[src/rtl/cflog_loop_expander.sv]
// cflog_loop_expander: re-expands a loop-compressed CFLog stream.
// Plain (src, dest) entries pass straight through; a count word C that
// follows a plain entry stands for C-2 further copies of that entry, which
// are replayed one per cycle while the input is held off.
//
// Handshake (both sides): a beat transfers on a posedge where valid && ready.
// A producer holds valid and its payload stable until that edge; out_valid is
// never withdrawn and out_src/out_dest/out_rep do not change while
// out_valid && !out_ready. in_ready never depends on in_valid.
module cflog_loop_expander #(
    parameter int ADDR_W = 16,
    parameter int CTR_W  = 32
) (
    input  logic              clk,
    input  logic              rst_n,
    input  logic              in_valid,
    output logic              in_ready,
    input  logic              in_loop,
    input  logic [ADDR_W-1:0] in_src,
    input  logic [ADDR_W-1:0] in_dest,
    output logic              out_valid,
    input  logic              out_ready,
    output logic [ADDR_W-1:0] out_src,
    output logic [ADDR_W-1:0] out_dest,
    output logic              out_rep,
    output logic              busy,
    input  logic              abort,
    output logic              err_orphan,
    output logic              err_count,
    output logic              dbg_state
);

    typedef enum logic {
        PASS   = 1'b0,
        REPEAT = 1'b1
    } state_t;

    state_t            state;
    logic [ADDR_W-1:0] hist_src;
    logic [ADDR_W-1:0] hist_dest;
    logic              hist_valid;
    logic [CTR_W-1:0]  rem;

    logic              slot_free;
    logic              accept;
    logic [CTR_W-1:0]  count_word;

    // A count word is carried across both address fields, high half in src.
    assign count_word = {in_src, in_dest};
    assign slot_free  = !out_valid || out_ready;
    // Input is only taken in PASS, with room in the output register, and
    // never while an abort or reset is being applied.
    assign in_ready   = rst_n && (state == PASS) && slot_free && !abort;
    assign accept     = in_valid && in_ready;
    assign busy       = (state == REPEAT);
    assign dbg_state  = state;

    // Output register, history, remaining-copy counter, FSM and sticky errors.
    always_ff @(posedge clk or negedge rst_n) begin
        if (!rst_n) begin
            state      <= PASS;
            rem        <= '0;
            hist_src   <= '0;
            hist_dest  <= '0;
            hist_valid <= 1'b0;
            out_valid  <= 1'b0;
            out_src    <= '0;
            out_dest   <= '0;
            out_rep    <= 1'b0;
            err_orphan <= 1'b0;
            err_count  <= 1'b0;
        end else if (abort) begin
            // Abort flushes the expansion but lets a registered beat drain.
            state      <= PASS;
            rem        <= '0;
            hist_valid <= 1'b0;
            err_orphan <= 1'b0;
            err_count  <= 1'b0;
            if (out_ready) begin
                out_valid <= 1'b0;
            end
        end else if (state == PASS) begin
            if (accept && !in_loop) begin
                out_valid  <= 1'b1;
                out_src    <= in_src;
                out_dest   <= in_dest;
                out_rep    <= 1'b0;
                hist_src   <= in_src;
                hist_dest  <= in_dest;
                hist_valid <= 1'b1;
            end else begin
                // No new beat this edge: the slot empties if it was consumed.
                if (out_ready) begin
                    out_valid <= 1'b0;
                end
                if (accept) begin
                    if (!hist_valid) begin
                        err_orphan <= 1'b1;
                    end else if (count_word < CTR_W'(3)) begin
                        err_count  <= 1'b1;
                        hist_valid <= 1'b0;
                    end else begin
                        // The counter started at 2, so C means C-2 extra copies.
                        rem        <= count_word - CTR_W'(2);
                        hist_valid <= 1'b0;
                        state      <= REPEAT;
                    end
                end
            end
        end else begin
            // REPEAT: replay the history pair whenever the slot can take it.
            if (slot_free) begin
                out_valid <= 1'b1;
                out_src   <= hist_src;
                out_dest  <= hist_dest;
                out_rep   <= 1'b1;
                rem       <= rem - CTR_W'(1);
                if (rem == CTR_W'(1)) begin
                    state <= PASS;
                end
            end
        end
    end

endmodule

[config.mk]
export PLATFORM = sky130hd
export DESIGN_NAME = cflog_loop_expander
export DESIGN_NICKNAME = d
export VERILOG_FILES = /design/src/rtl/cflog_loop_expander.sv
export SDC_FILE = /design/constraint.sdc
export NUM_CORES = 1
export LEC_CHECK = 0
export ABC_AREA = 0
export CORE_MARGIN = 5
export CORE_UTILIZATION = 25
export CTS_CLUSTER_DIAMETER = 120
export DETAILED_ROUTE_END_ITERATION = 10
export SLEW_MARGIN = 20
export SYNTH_ARGS = -nofsm -noshare
export SYNTH_HDL_FRONTEND = slang
export SYNTH_SLANG_ARGS = --single-unit
[constraint.sdc]
create_clock -name clk -period 2.8 [get_ports clk]
set_input_delay 0.42 -clock clk [delete_from_list [all_inputs] [get_ports clk]]
set_output_delay 0.42 -clock clk [all_outputs]
set_load 0.02 [all_outputs]
==> flow_metrics.env <==
export IMPL_cts_setup_buffers=0
export IMPL_clock_sinks=102
export IMPL_crit_path_start_kind="flip-flop"
export IMPL_finalClockSkew_ps=6.899
export IMPL_pin_count=77
export IMPL_synthArstFlopShare_pct=100.0
export IMPL_overflow=0
export IMPL_r2r_start="rem[0]"
export IMPL_syn_nets=702
export IMPL_ys_types=67
export IMPL_groute_usage_overall_pct=14.11
export IMPL_synthCells=661
export IMPL_place_hpwl_mm=13.20
export IMPL_start_util_pct=25.38
export IMPL_layout_drive_gt1_share_pct=17.35
export IMPL_timing_slew_headroom_pct=33.41
export IMPL_cp_arrival_ps=2900
export IMPL_routedWlPerCell_um=17.17
export IMPL_final_area_mm2=0.007591
export IMPL_slew_viol_final=0
export IMPL_yosysWarnings=0
export IMPL_gp_congestion=0.8948
export IMPL_crit_path_end_kind="flip-flop"
export IMPL_cts_tree="done"
export IMPL_finalHoldViolations=0
export IMPL_numCtsBuffers=9
export IMPL_vias=5481
export IMPL_setup_tns_ps=0
export IMPL_vias_per_cell=5.127
export IMPL_synth_avg_cell_area_um2=8.668
export IMPL_drv_cap=0
export IMPL_drtPass1Iterations=5
export IMPL_hp_class="primary input to asynchronous set/reset pin"
export IMPL_met3_length_um=901
export IMPL_num_fill_cells=2329
export IMPL_crit_fanout=6
export IMPL_die_w_um=161.4
export IMPL_die_area_mm2=0.02605
export IMPL_drcViolationCount=0
export IMPL_path_clk_slew_ps=70
export IMPL_ff2ff_path_depth=10
export IMPL_coreArea_mm2=0.02257
export IMPL_portBuffers=76
export IMPL_antenna_found_initial=0
export IMPL_p_sw_share_pct=28.38
export IMPL_power_density_mw_per_mm2=550.2
export IMPL_grt_max_degree=87
export IMPL_htreeDepth=3
export IMPL_ant_nets=0
export IMPL_outcome="completed"
export IMPL_crit_path_top_delay_cell="or4b_2"
export IMPL_utilization_pct=33.63
export IMPL_syn_area_mm2=0.005729
export IMPL_cts_root_buf="clkbuf_16"
export IMPL_synth_ff_type="dfrtp_1"
export IMPL_ys_seq_area_share_pct=44.55
export IMPL_drtIter0Drc=435
export IMPL_die_y_um=161.4
export IMPL_p_leak_nw=3.124
export IMPL_path_buf_inv=3
export IMPL_grt_pass1_vias=5313
export IMPL_stdcell_count=1069
export IMPL_routed_top_layer="met4"
export IMPL_reg2reg_slack_ps=140
export IMPL_switchingPower_mw=1.185
export IMPL_dpl_instance_area_mm2=0.007219
export IMPL_place_inst=1052
export IMPL_max_stage_delay_ps=660
export IMPL_wl_met1_mm=7.970
export IMPL_clkLatencyLatePin_ps=360
export IMPL_peakVddDrop_v=0.0003147
export IMPL_setup_viol=0
export IMPL_startpoint="rem[0]"
export IMPL_required_ps=3040
export IMPL_grt_pass1_wl_mm=29.53
export IMPL_fp_row_count=55
export IMPL_pwr_share_seq_pct=42.5
export IMPL_syn_to_final_growth_pct=32.50
export IMPL_cp_depth=10
export IMPL_clkPwrFrac_pct=35.8
export IMPL_crit_top_cell="buf_4"
export IMPL_wl_met2_mm=8.983
export IMPL_r2r_end="rem[22]"
export IMPL_worstMarginPinSlew_ps=998.8
export IMPL_post_route_min_period_ps=2655
export IMPL_clk_path_buf_depth=2
export IMPL_n_antenna_cell=0
export IMPL_fmax_ghz=0.3766
export IMPL_rsz0062_at_grt="false"
export IMPL_synth_edf_count=0
export IMPL_period_share_pct=94.82
export IMPL_cp_cell_sequence="inv_1 > ha_1 > or4b_2 > buf_4 > nor4_1 > buf_4 > nand4b_1 > nor3_1 > o22ai_1 > a22o_1"
export IMPL_critical_path_top_delay_family="simple AND/OR/NAND/NOR gates"
export IMPL_endpoint="rem[22]"
export IMPL_routed_wl_mm=18.35
export IMPL_share_comb_of_total_power_pct=21.7
export IMPL_total_power_mw=4.176
export IMPL_ys_seq_elements=102
export IMPL_p_int_mw=2.991
export IMPL_crit_type="flip-flop to flip-flop"
export IMPL_finalNetCount=820
## repair_timing
item | 4_1_cts | 5_1_grt
endpoints found under the hold margin | 6 | 0
setup endpoints to repair | 0 | 1
resized for setup | 0 | 1
hold buffers | 1 | 0
## routing by layer
layer	track usage, %	up-vias
met1	17.98	2655
met4	4.575	0
li1	-	2626
met3	2.679	37
met2	24.15	163
met5	0	-
## synthesized netlist by cell type, drive strengths merged, types with 3 or more instances
library cell / instances / share of area, %
a21oi: 36 / 3.9
nand4: 9 / 0.98
nand2b: 3 / 0.33
or3: 9 / 0.98
nand4b: 7 / 1.1
a21o: 3 / 0.39
clkbuf: 38 / 2.5
nor3: 18 / 1.7
nand2: 123 / 8.1
o21a: 5 / 0.66
o211ai: 9 / 1.2
inv: 7 / 0.46
or4: 10 / 1.4
dfrtp: 102 / 45
a31oi: 32 / 3.5
xor2: 14 / 2.1
a22o: 6 / 0.92
a211oi: 3 / 0.39
o21ai: 58 / 5.9
nand3: 10 / 0.87
nor2: 66 / 4.4
o22ai: 13 / 1.4
ha: 3 / 0.66
mux2: 4 / 0.79
nor4: 12 / 1.3
a32o: 3 / 0.52
o31ai: 5 / 0.90
xnor2: 11 / 1.7
buf: 8 / 1.4
## cells in the final DEF (no fill, tap or decap), types with 9 or more instances in the layout
cell type,count
nand2_1,121
dfrtp_1,101
clkdlybuf4s50_1,75
buf_4,75
nor2_1,65
o21ai_0,44
a31oi_1,32
a21oi_1,24
nor3_1,16
xor2_1,14
o22ai_1,13
o21ai_2,13
a21oi_2,12
nor4_1,11
xnor2_1,11
nand3_1,10
or3_1,9
nand4_1,9
o211ai_1,9
clkbuf_16,9
## kinds of logic after synthesis
kind of cell             Yosys count  share of synthesized area [%]
flip-flops                       102                          44.55
XOR/XNOR                          25                          3.822
AND/OR/NAND/NOR                  285                          23.72
multiplexers                       5                         0.9609
adder cells (fa/ha/maj)            3                         0.6552
buffers and inverters             54                          4.433
AO/OA/AOI/OAI                    187                          21.86
## power groups by stage
stage	logic (mW)	clock network, mW	registers [mW]
2_1_floorplan	0.308	0	1.90
6_report	0.904	1.50	1.78
4_1_cts	0.914	1.52	1.78
5_1_grt	0.989	1.57	1.80
3_3_place_gp	0.901	0	1.80
3_5_place_dp	0.910	0	1.80
## registers in the layout, indices dropped and copies added, names as in the netlist, 16 cells and up
| name | cells |
|---|---|
| hist_dest | 16 |
| out_dest | 16 |
| out_src | 16 |
| hist_src | 16 |
| rem | 32 |
## stage by stage
| step | hold WS (ps) | setup WS, ps |
|---|---|---|
| after detailed placement | 252.0 | -130.0 |
| after floorplan | 124.4 | 152.2 |
| after CTS | 471.9 | 122.0 |
| after global placement | 251.8 | -101.4 |
| after global routing | 495.7 | 34.97 |
| final | 454.0 | 145.0 |
## how the worst min path moves through the flow
stage                            to  cells past startpoint  slack [ps]
after detailed placement       busy                      1         250
after global routing      out_valid                      2         500
after CTS                      busy                      2         470
final                     out_valid                      2         450
after global placement         busy                      1         250
after floorplan                busy                      0         120
## layout make-up
class	instances	area, um^2	share of cell area, %
Multi-Input combinational cell	505	2932	38.62
Clock buffer	10	239.0	3.148
Sequential cell	102	2554	33.64
Tap cell	285	356.6	4.698
Clock inverter	6	116.4	1.533
Timing Repair Buffer	153	1364	17.97
Inverter	8	30.03	0.3956
Note: power is estimated with default switching activity, not from simulation.
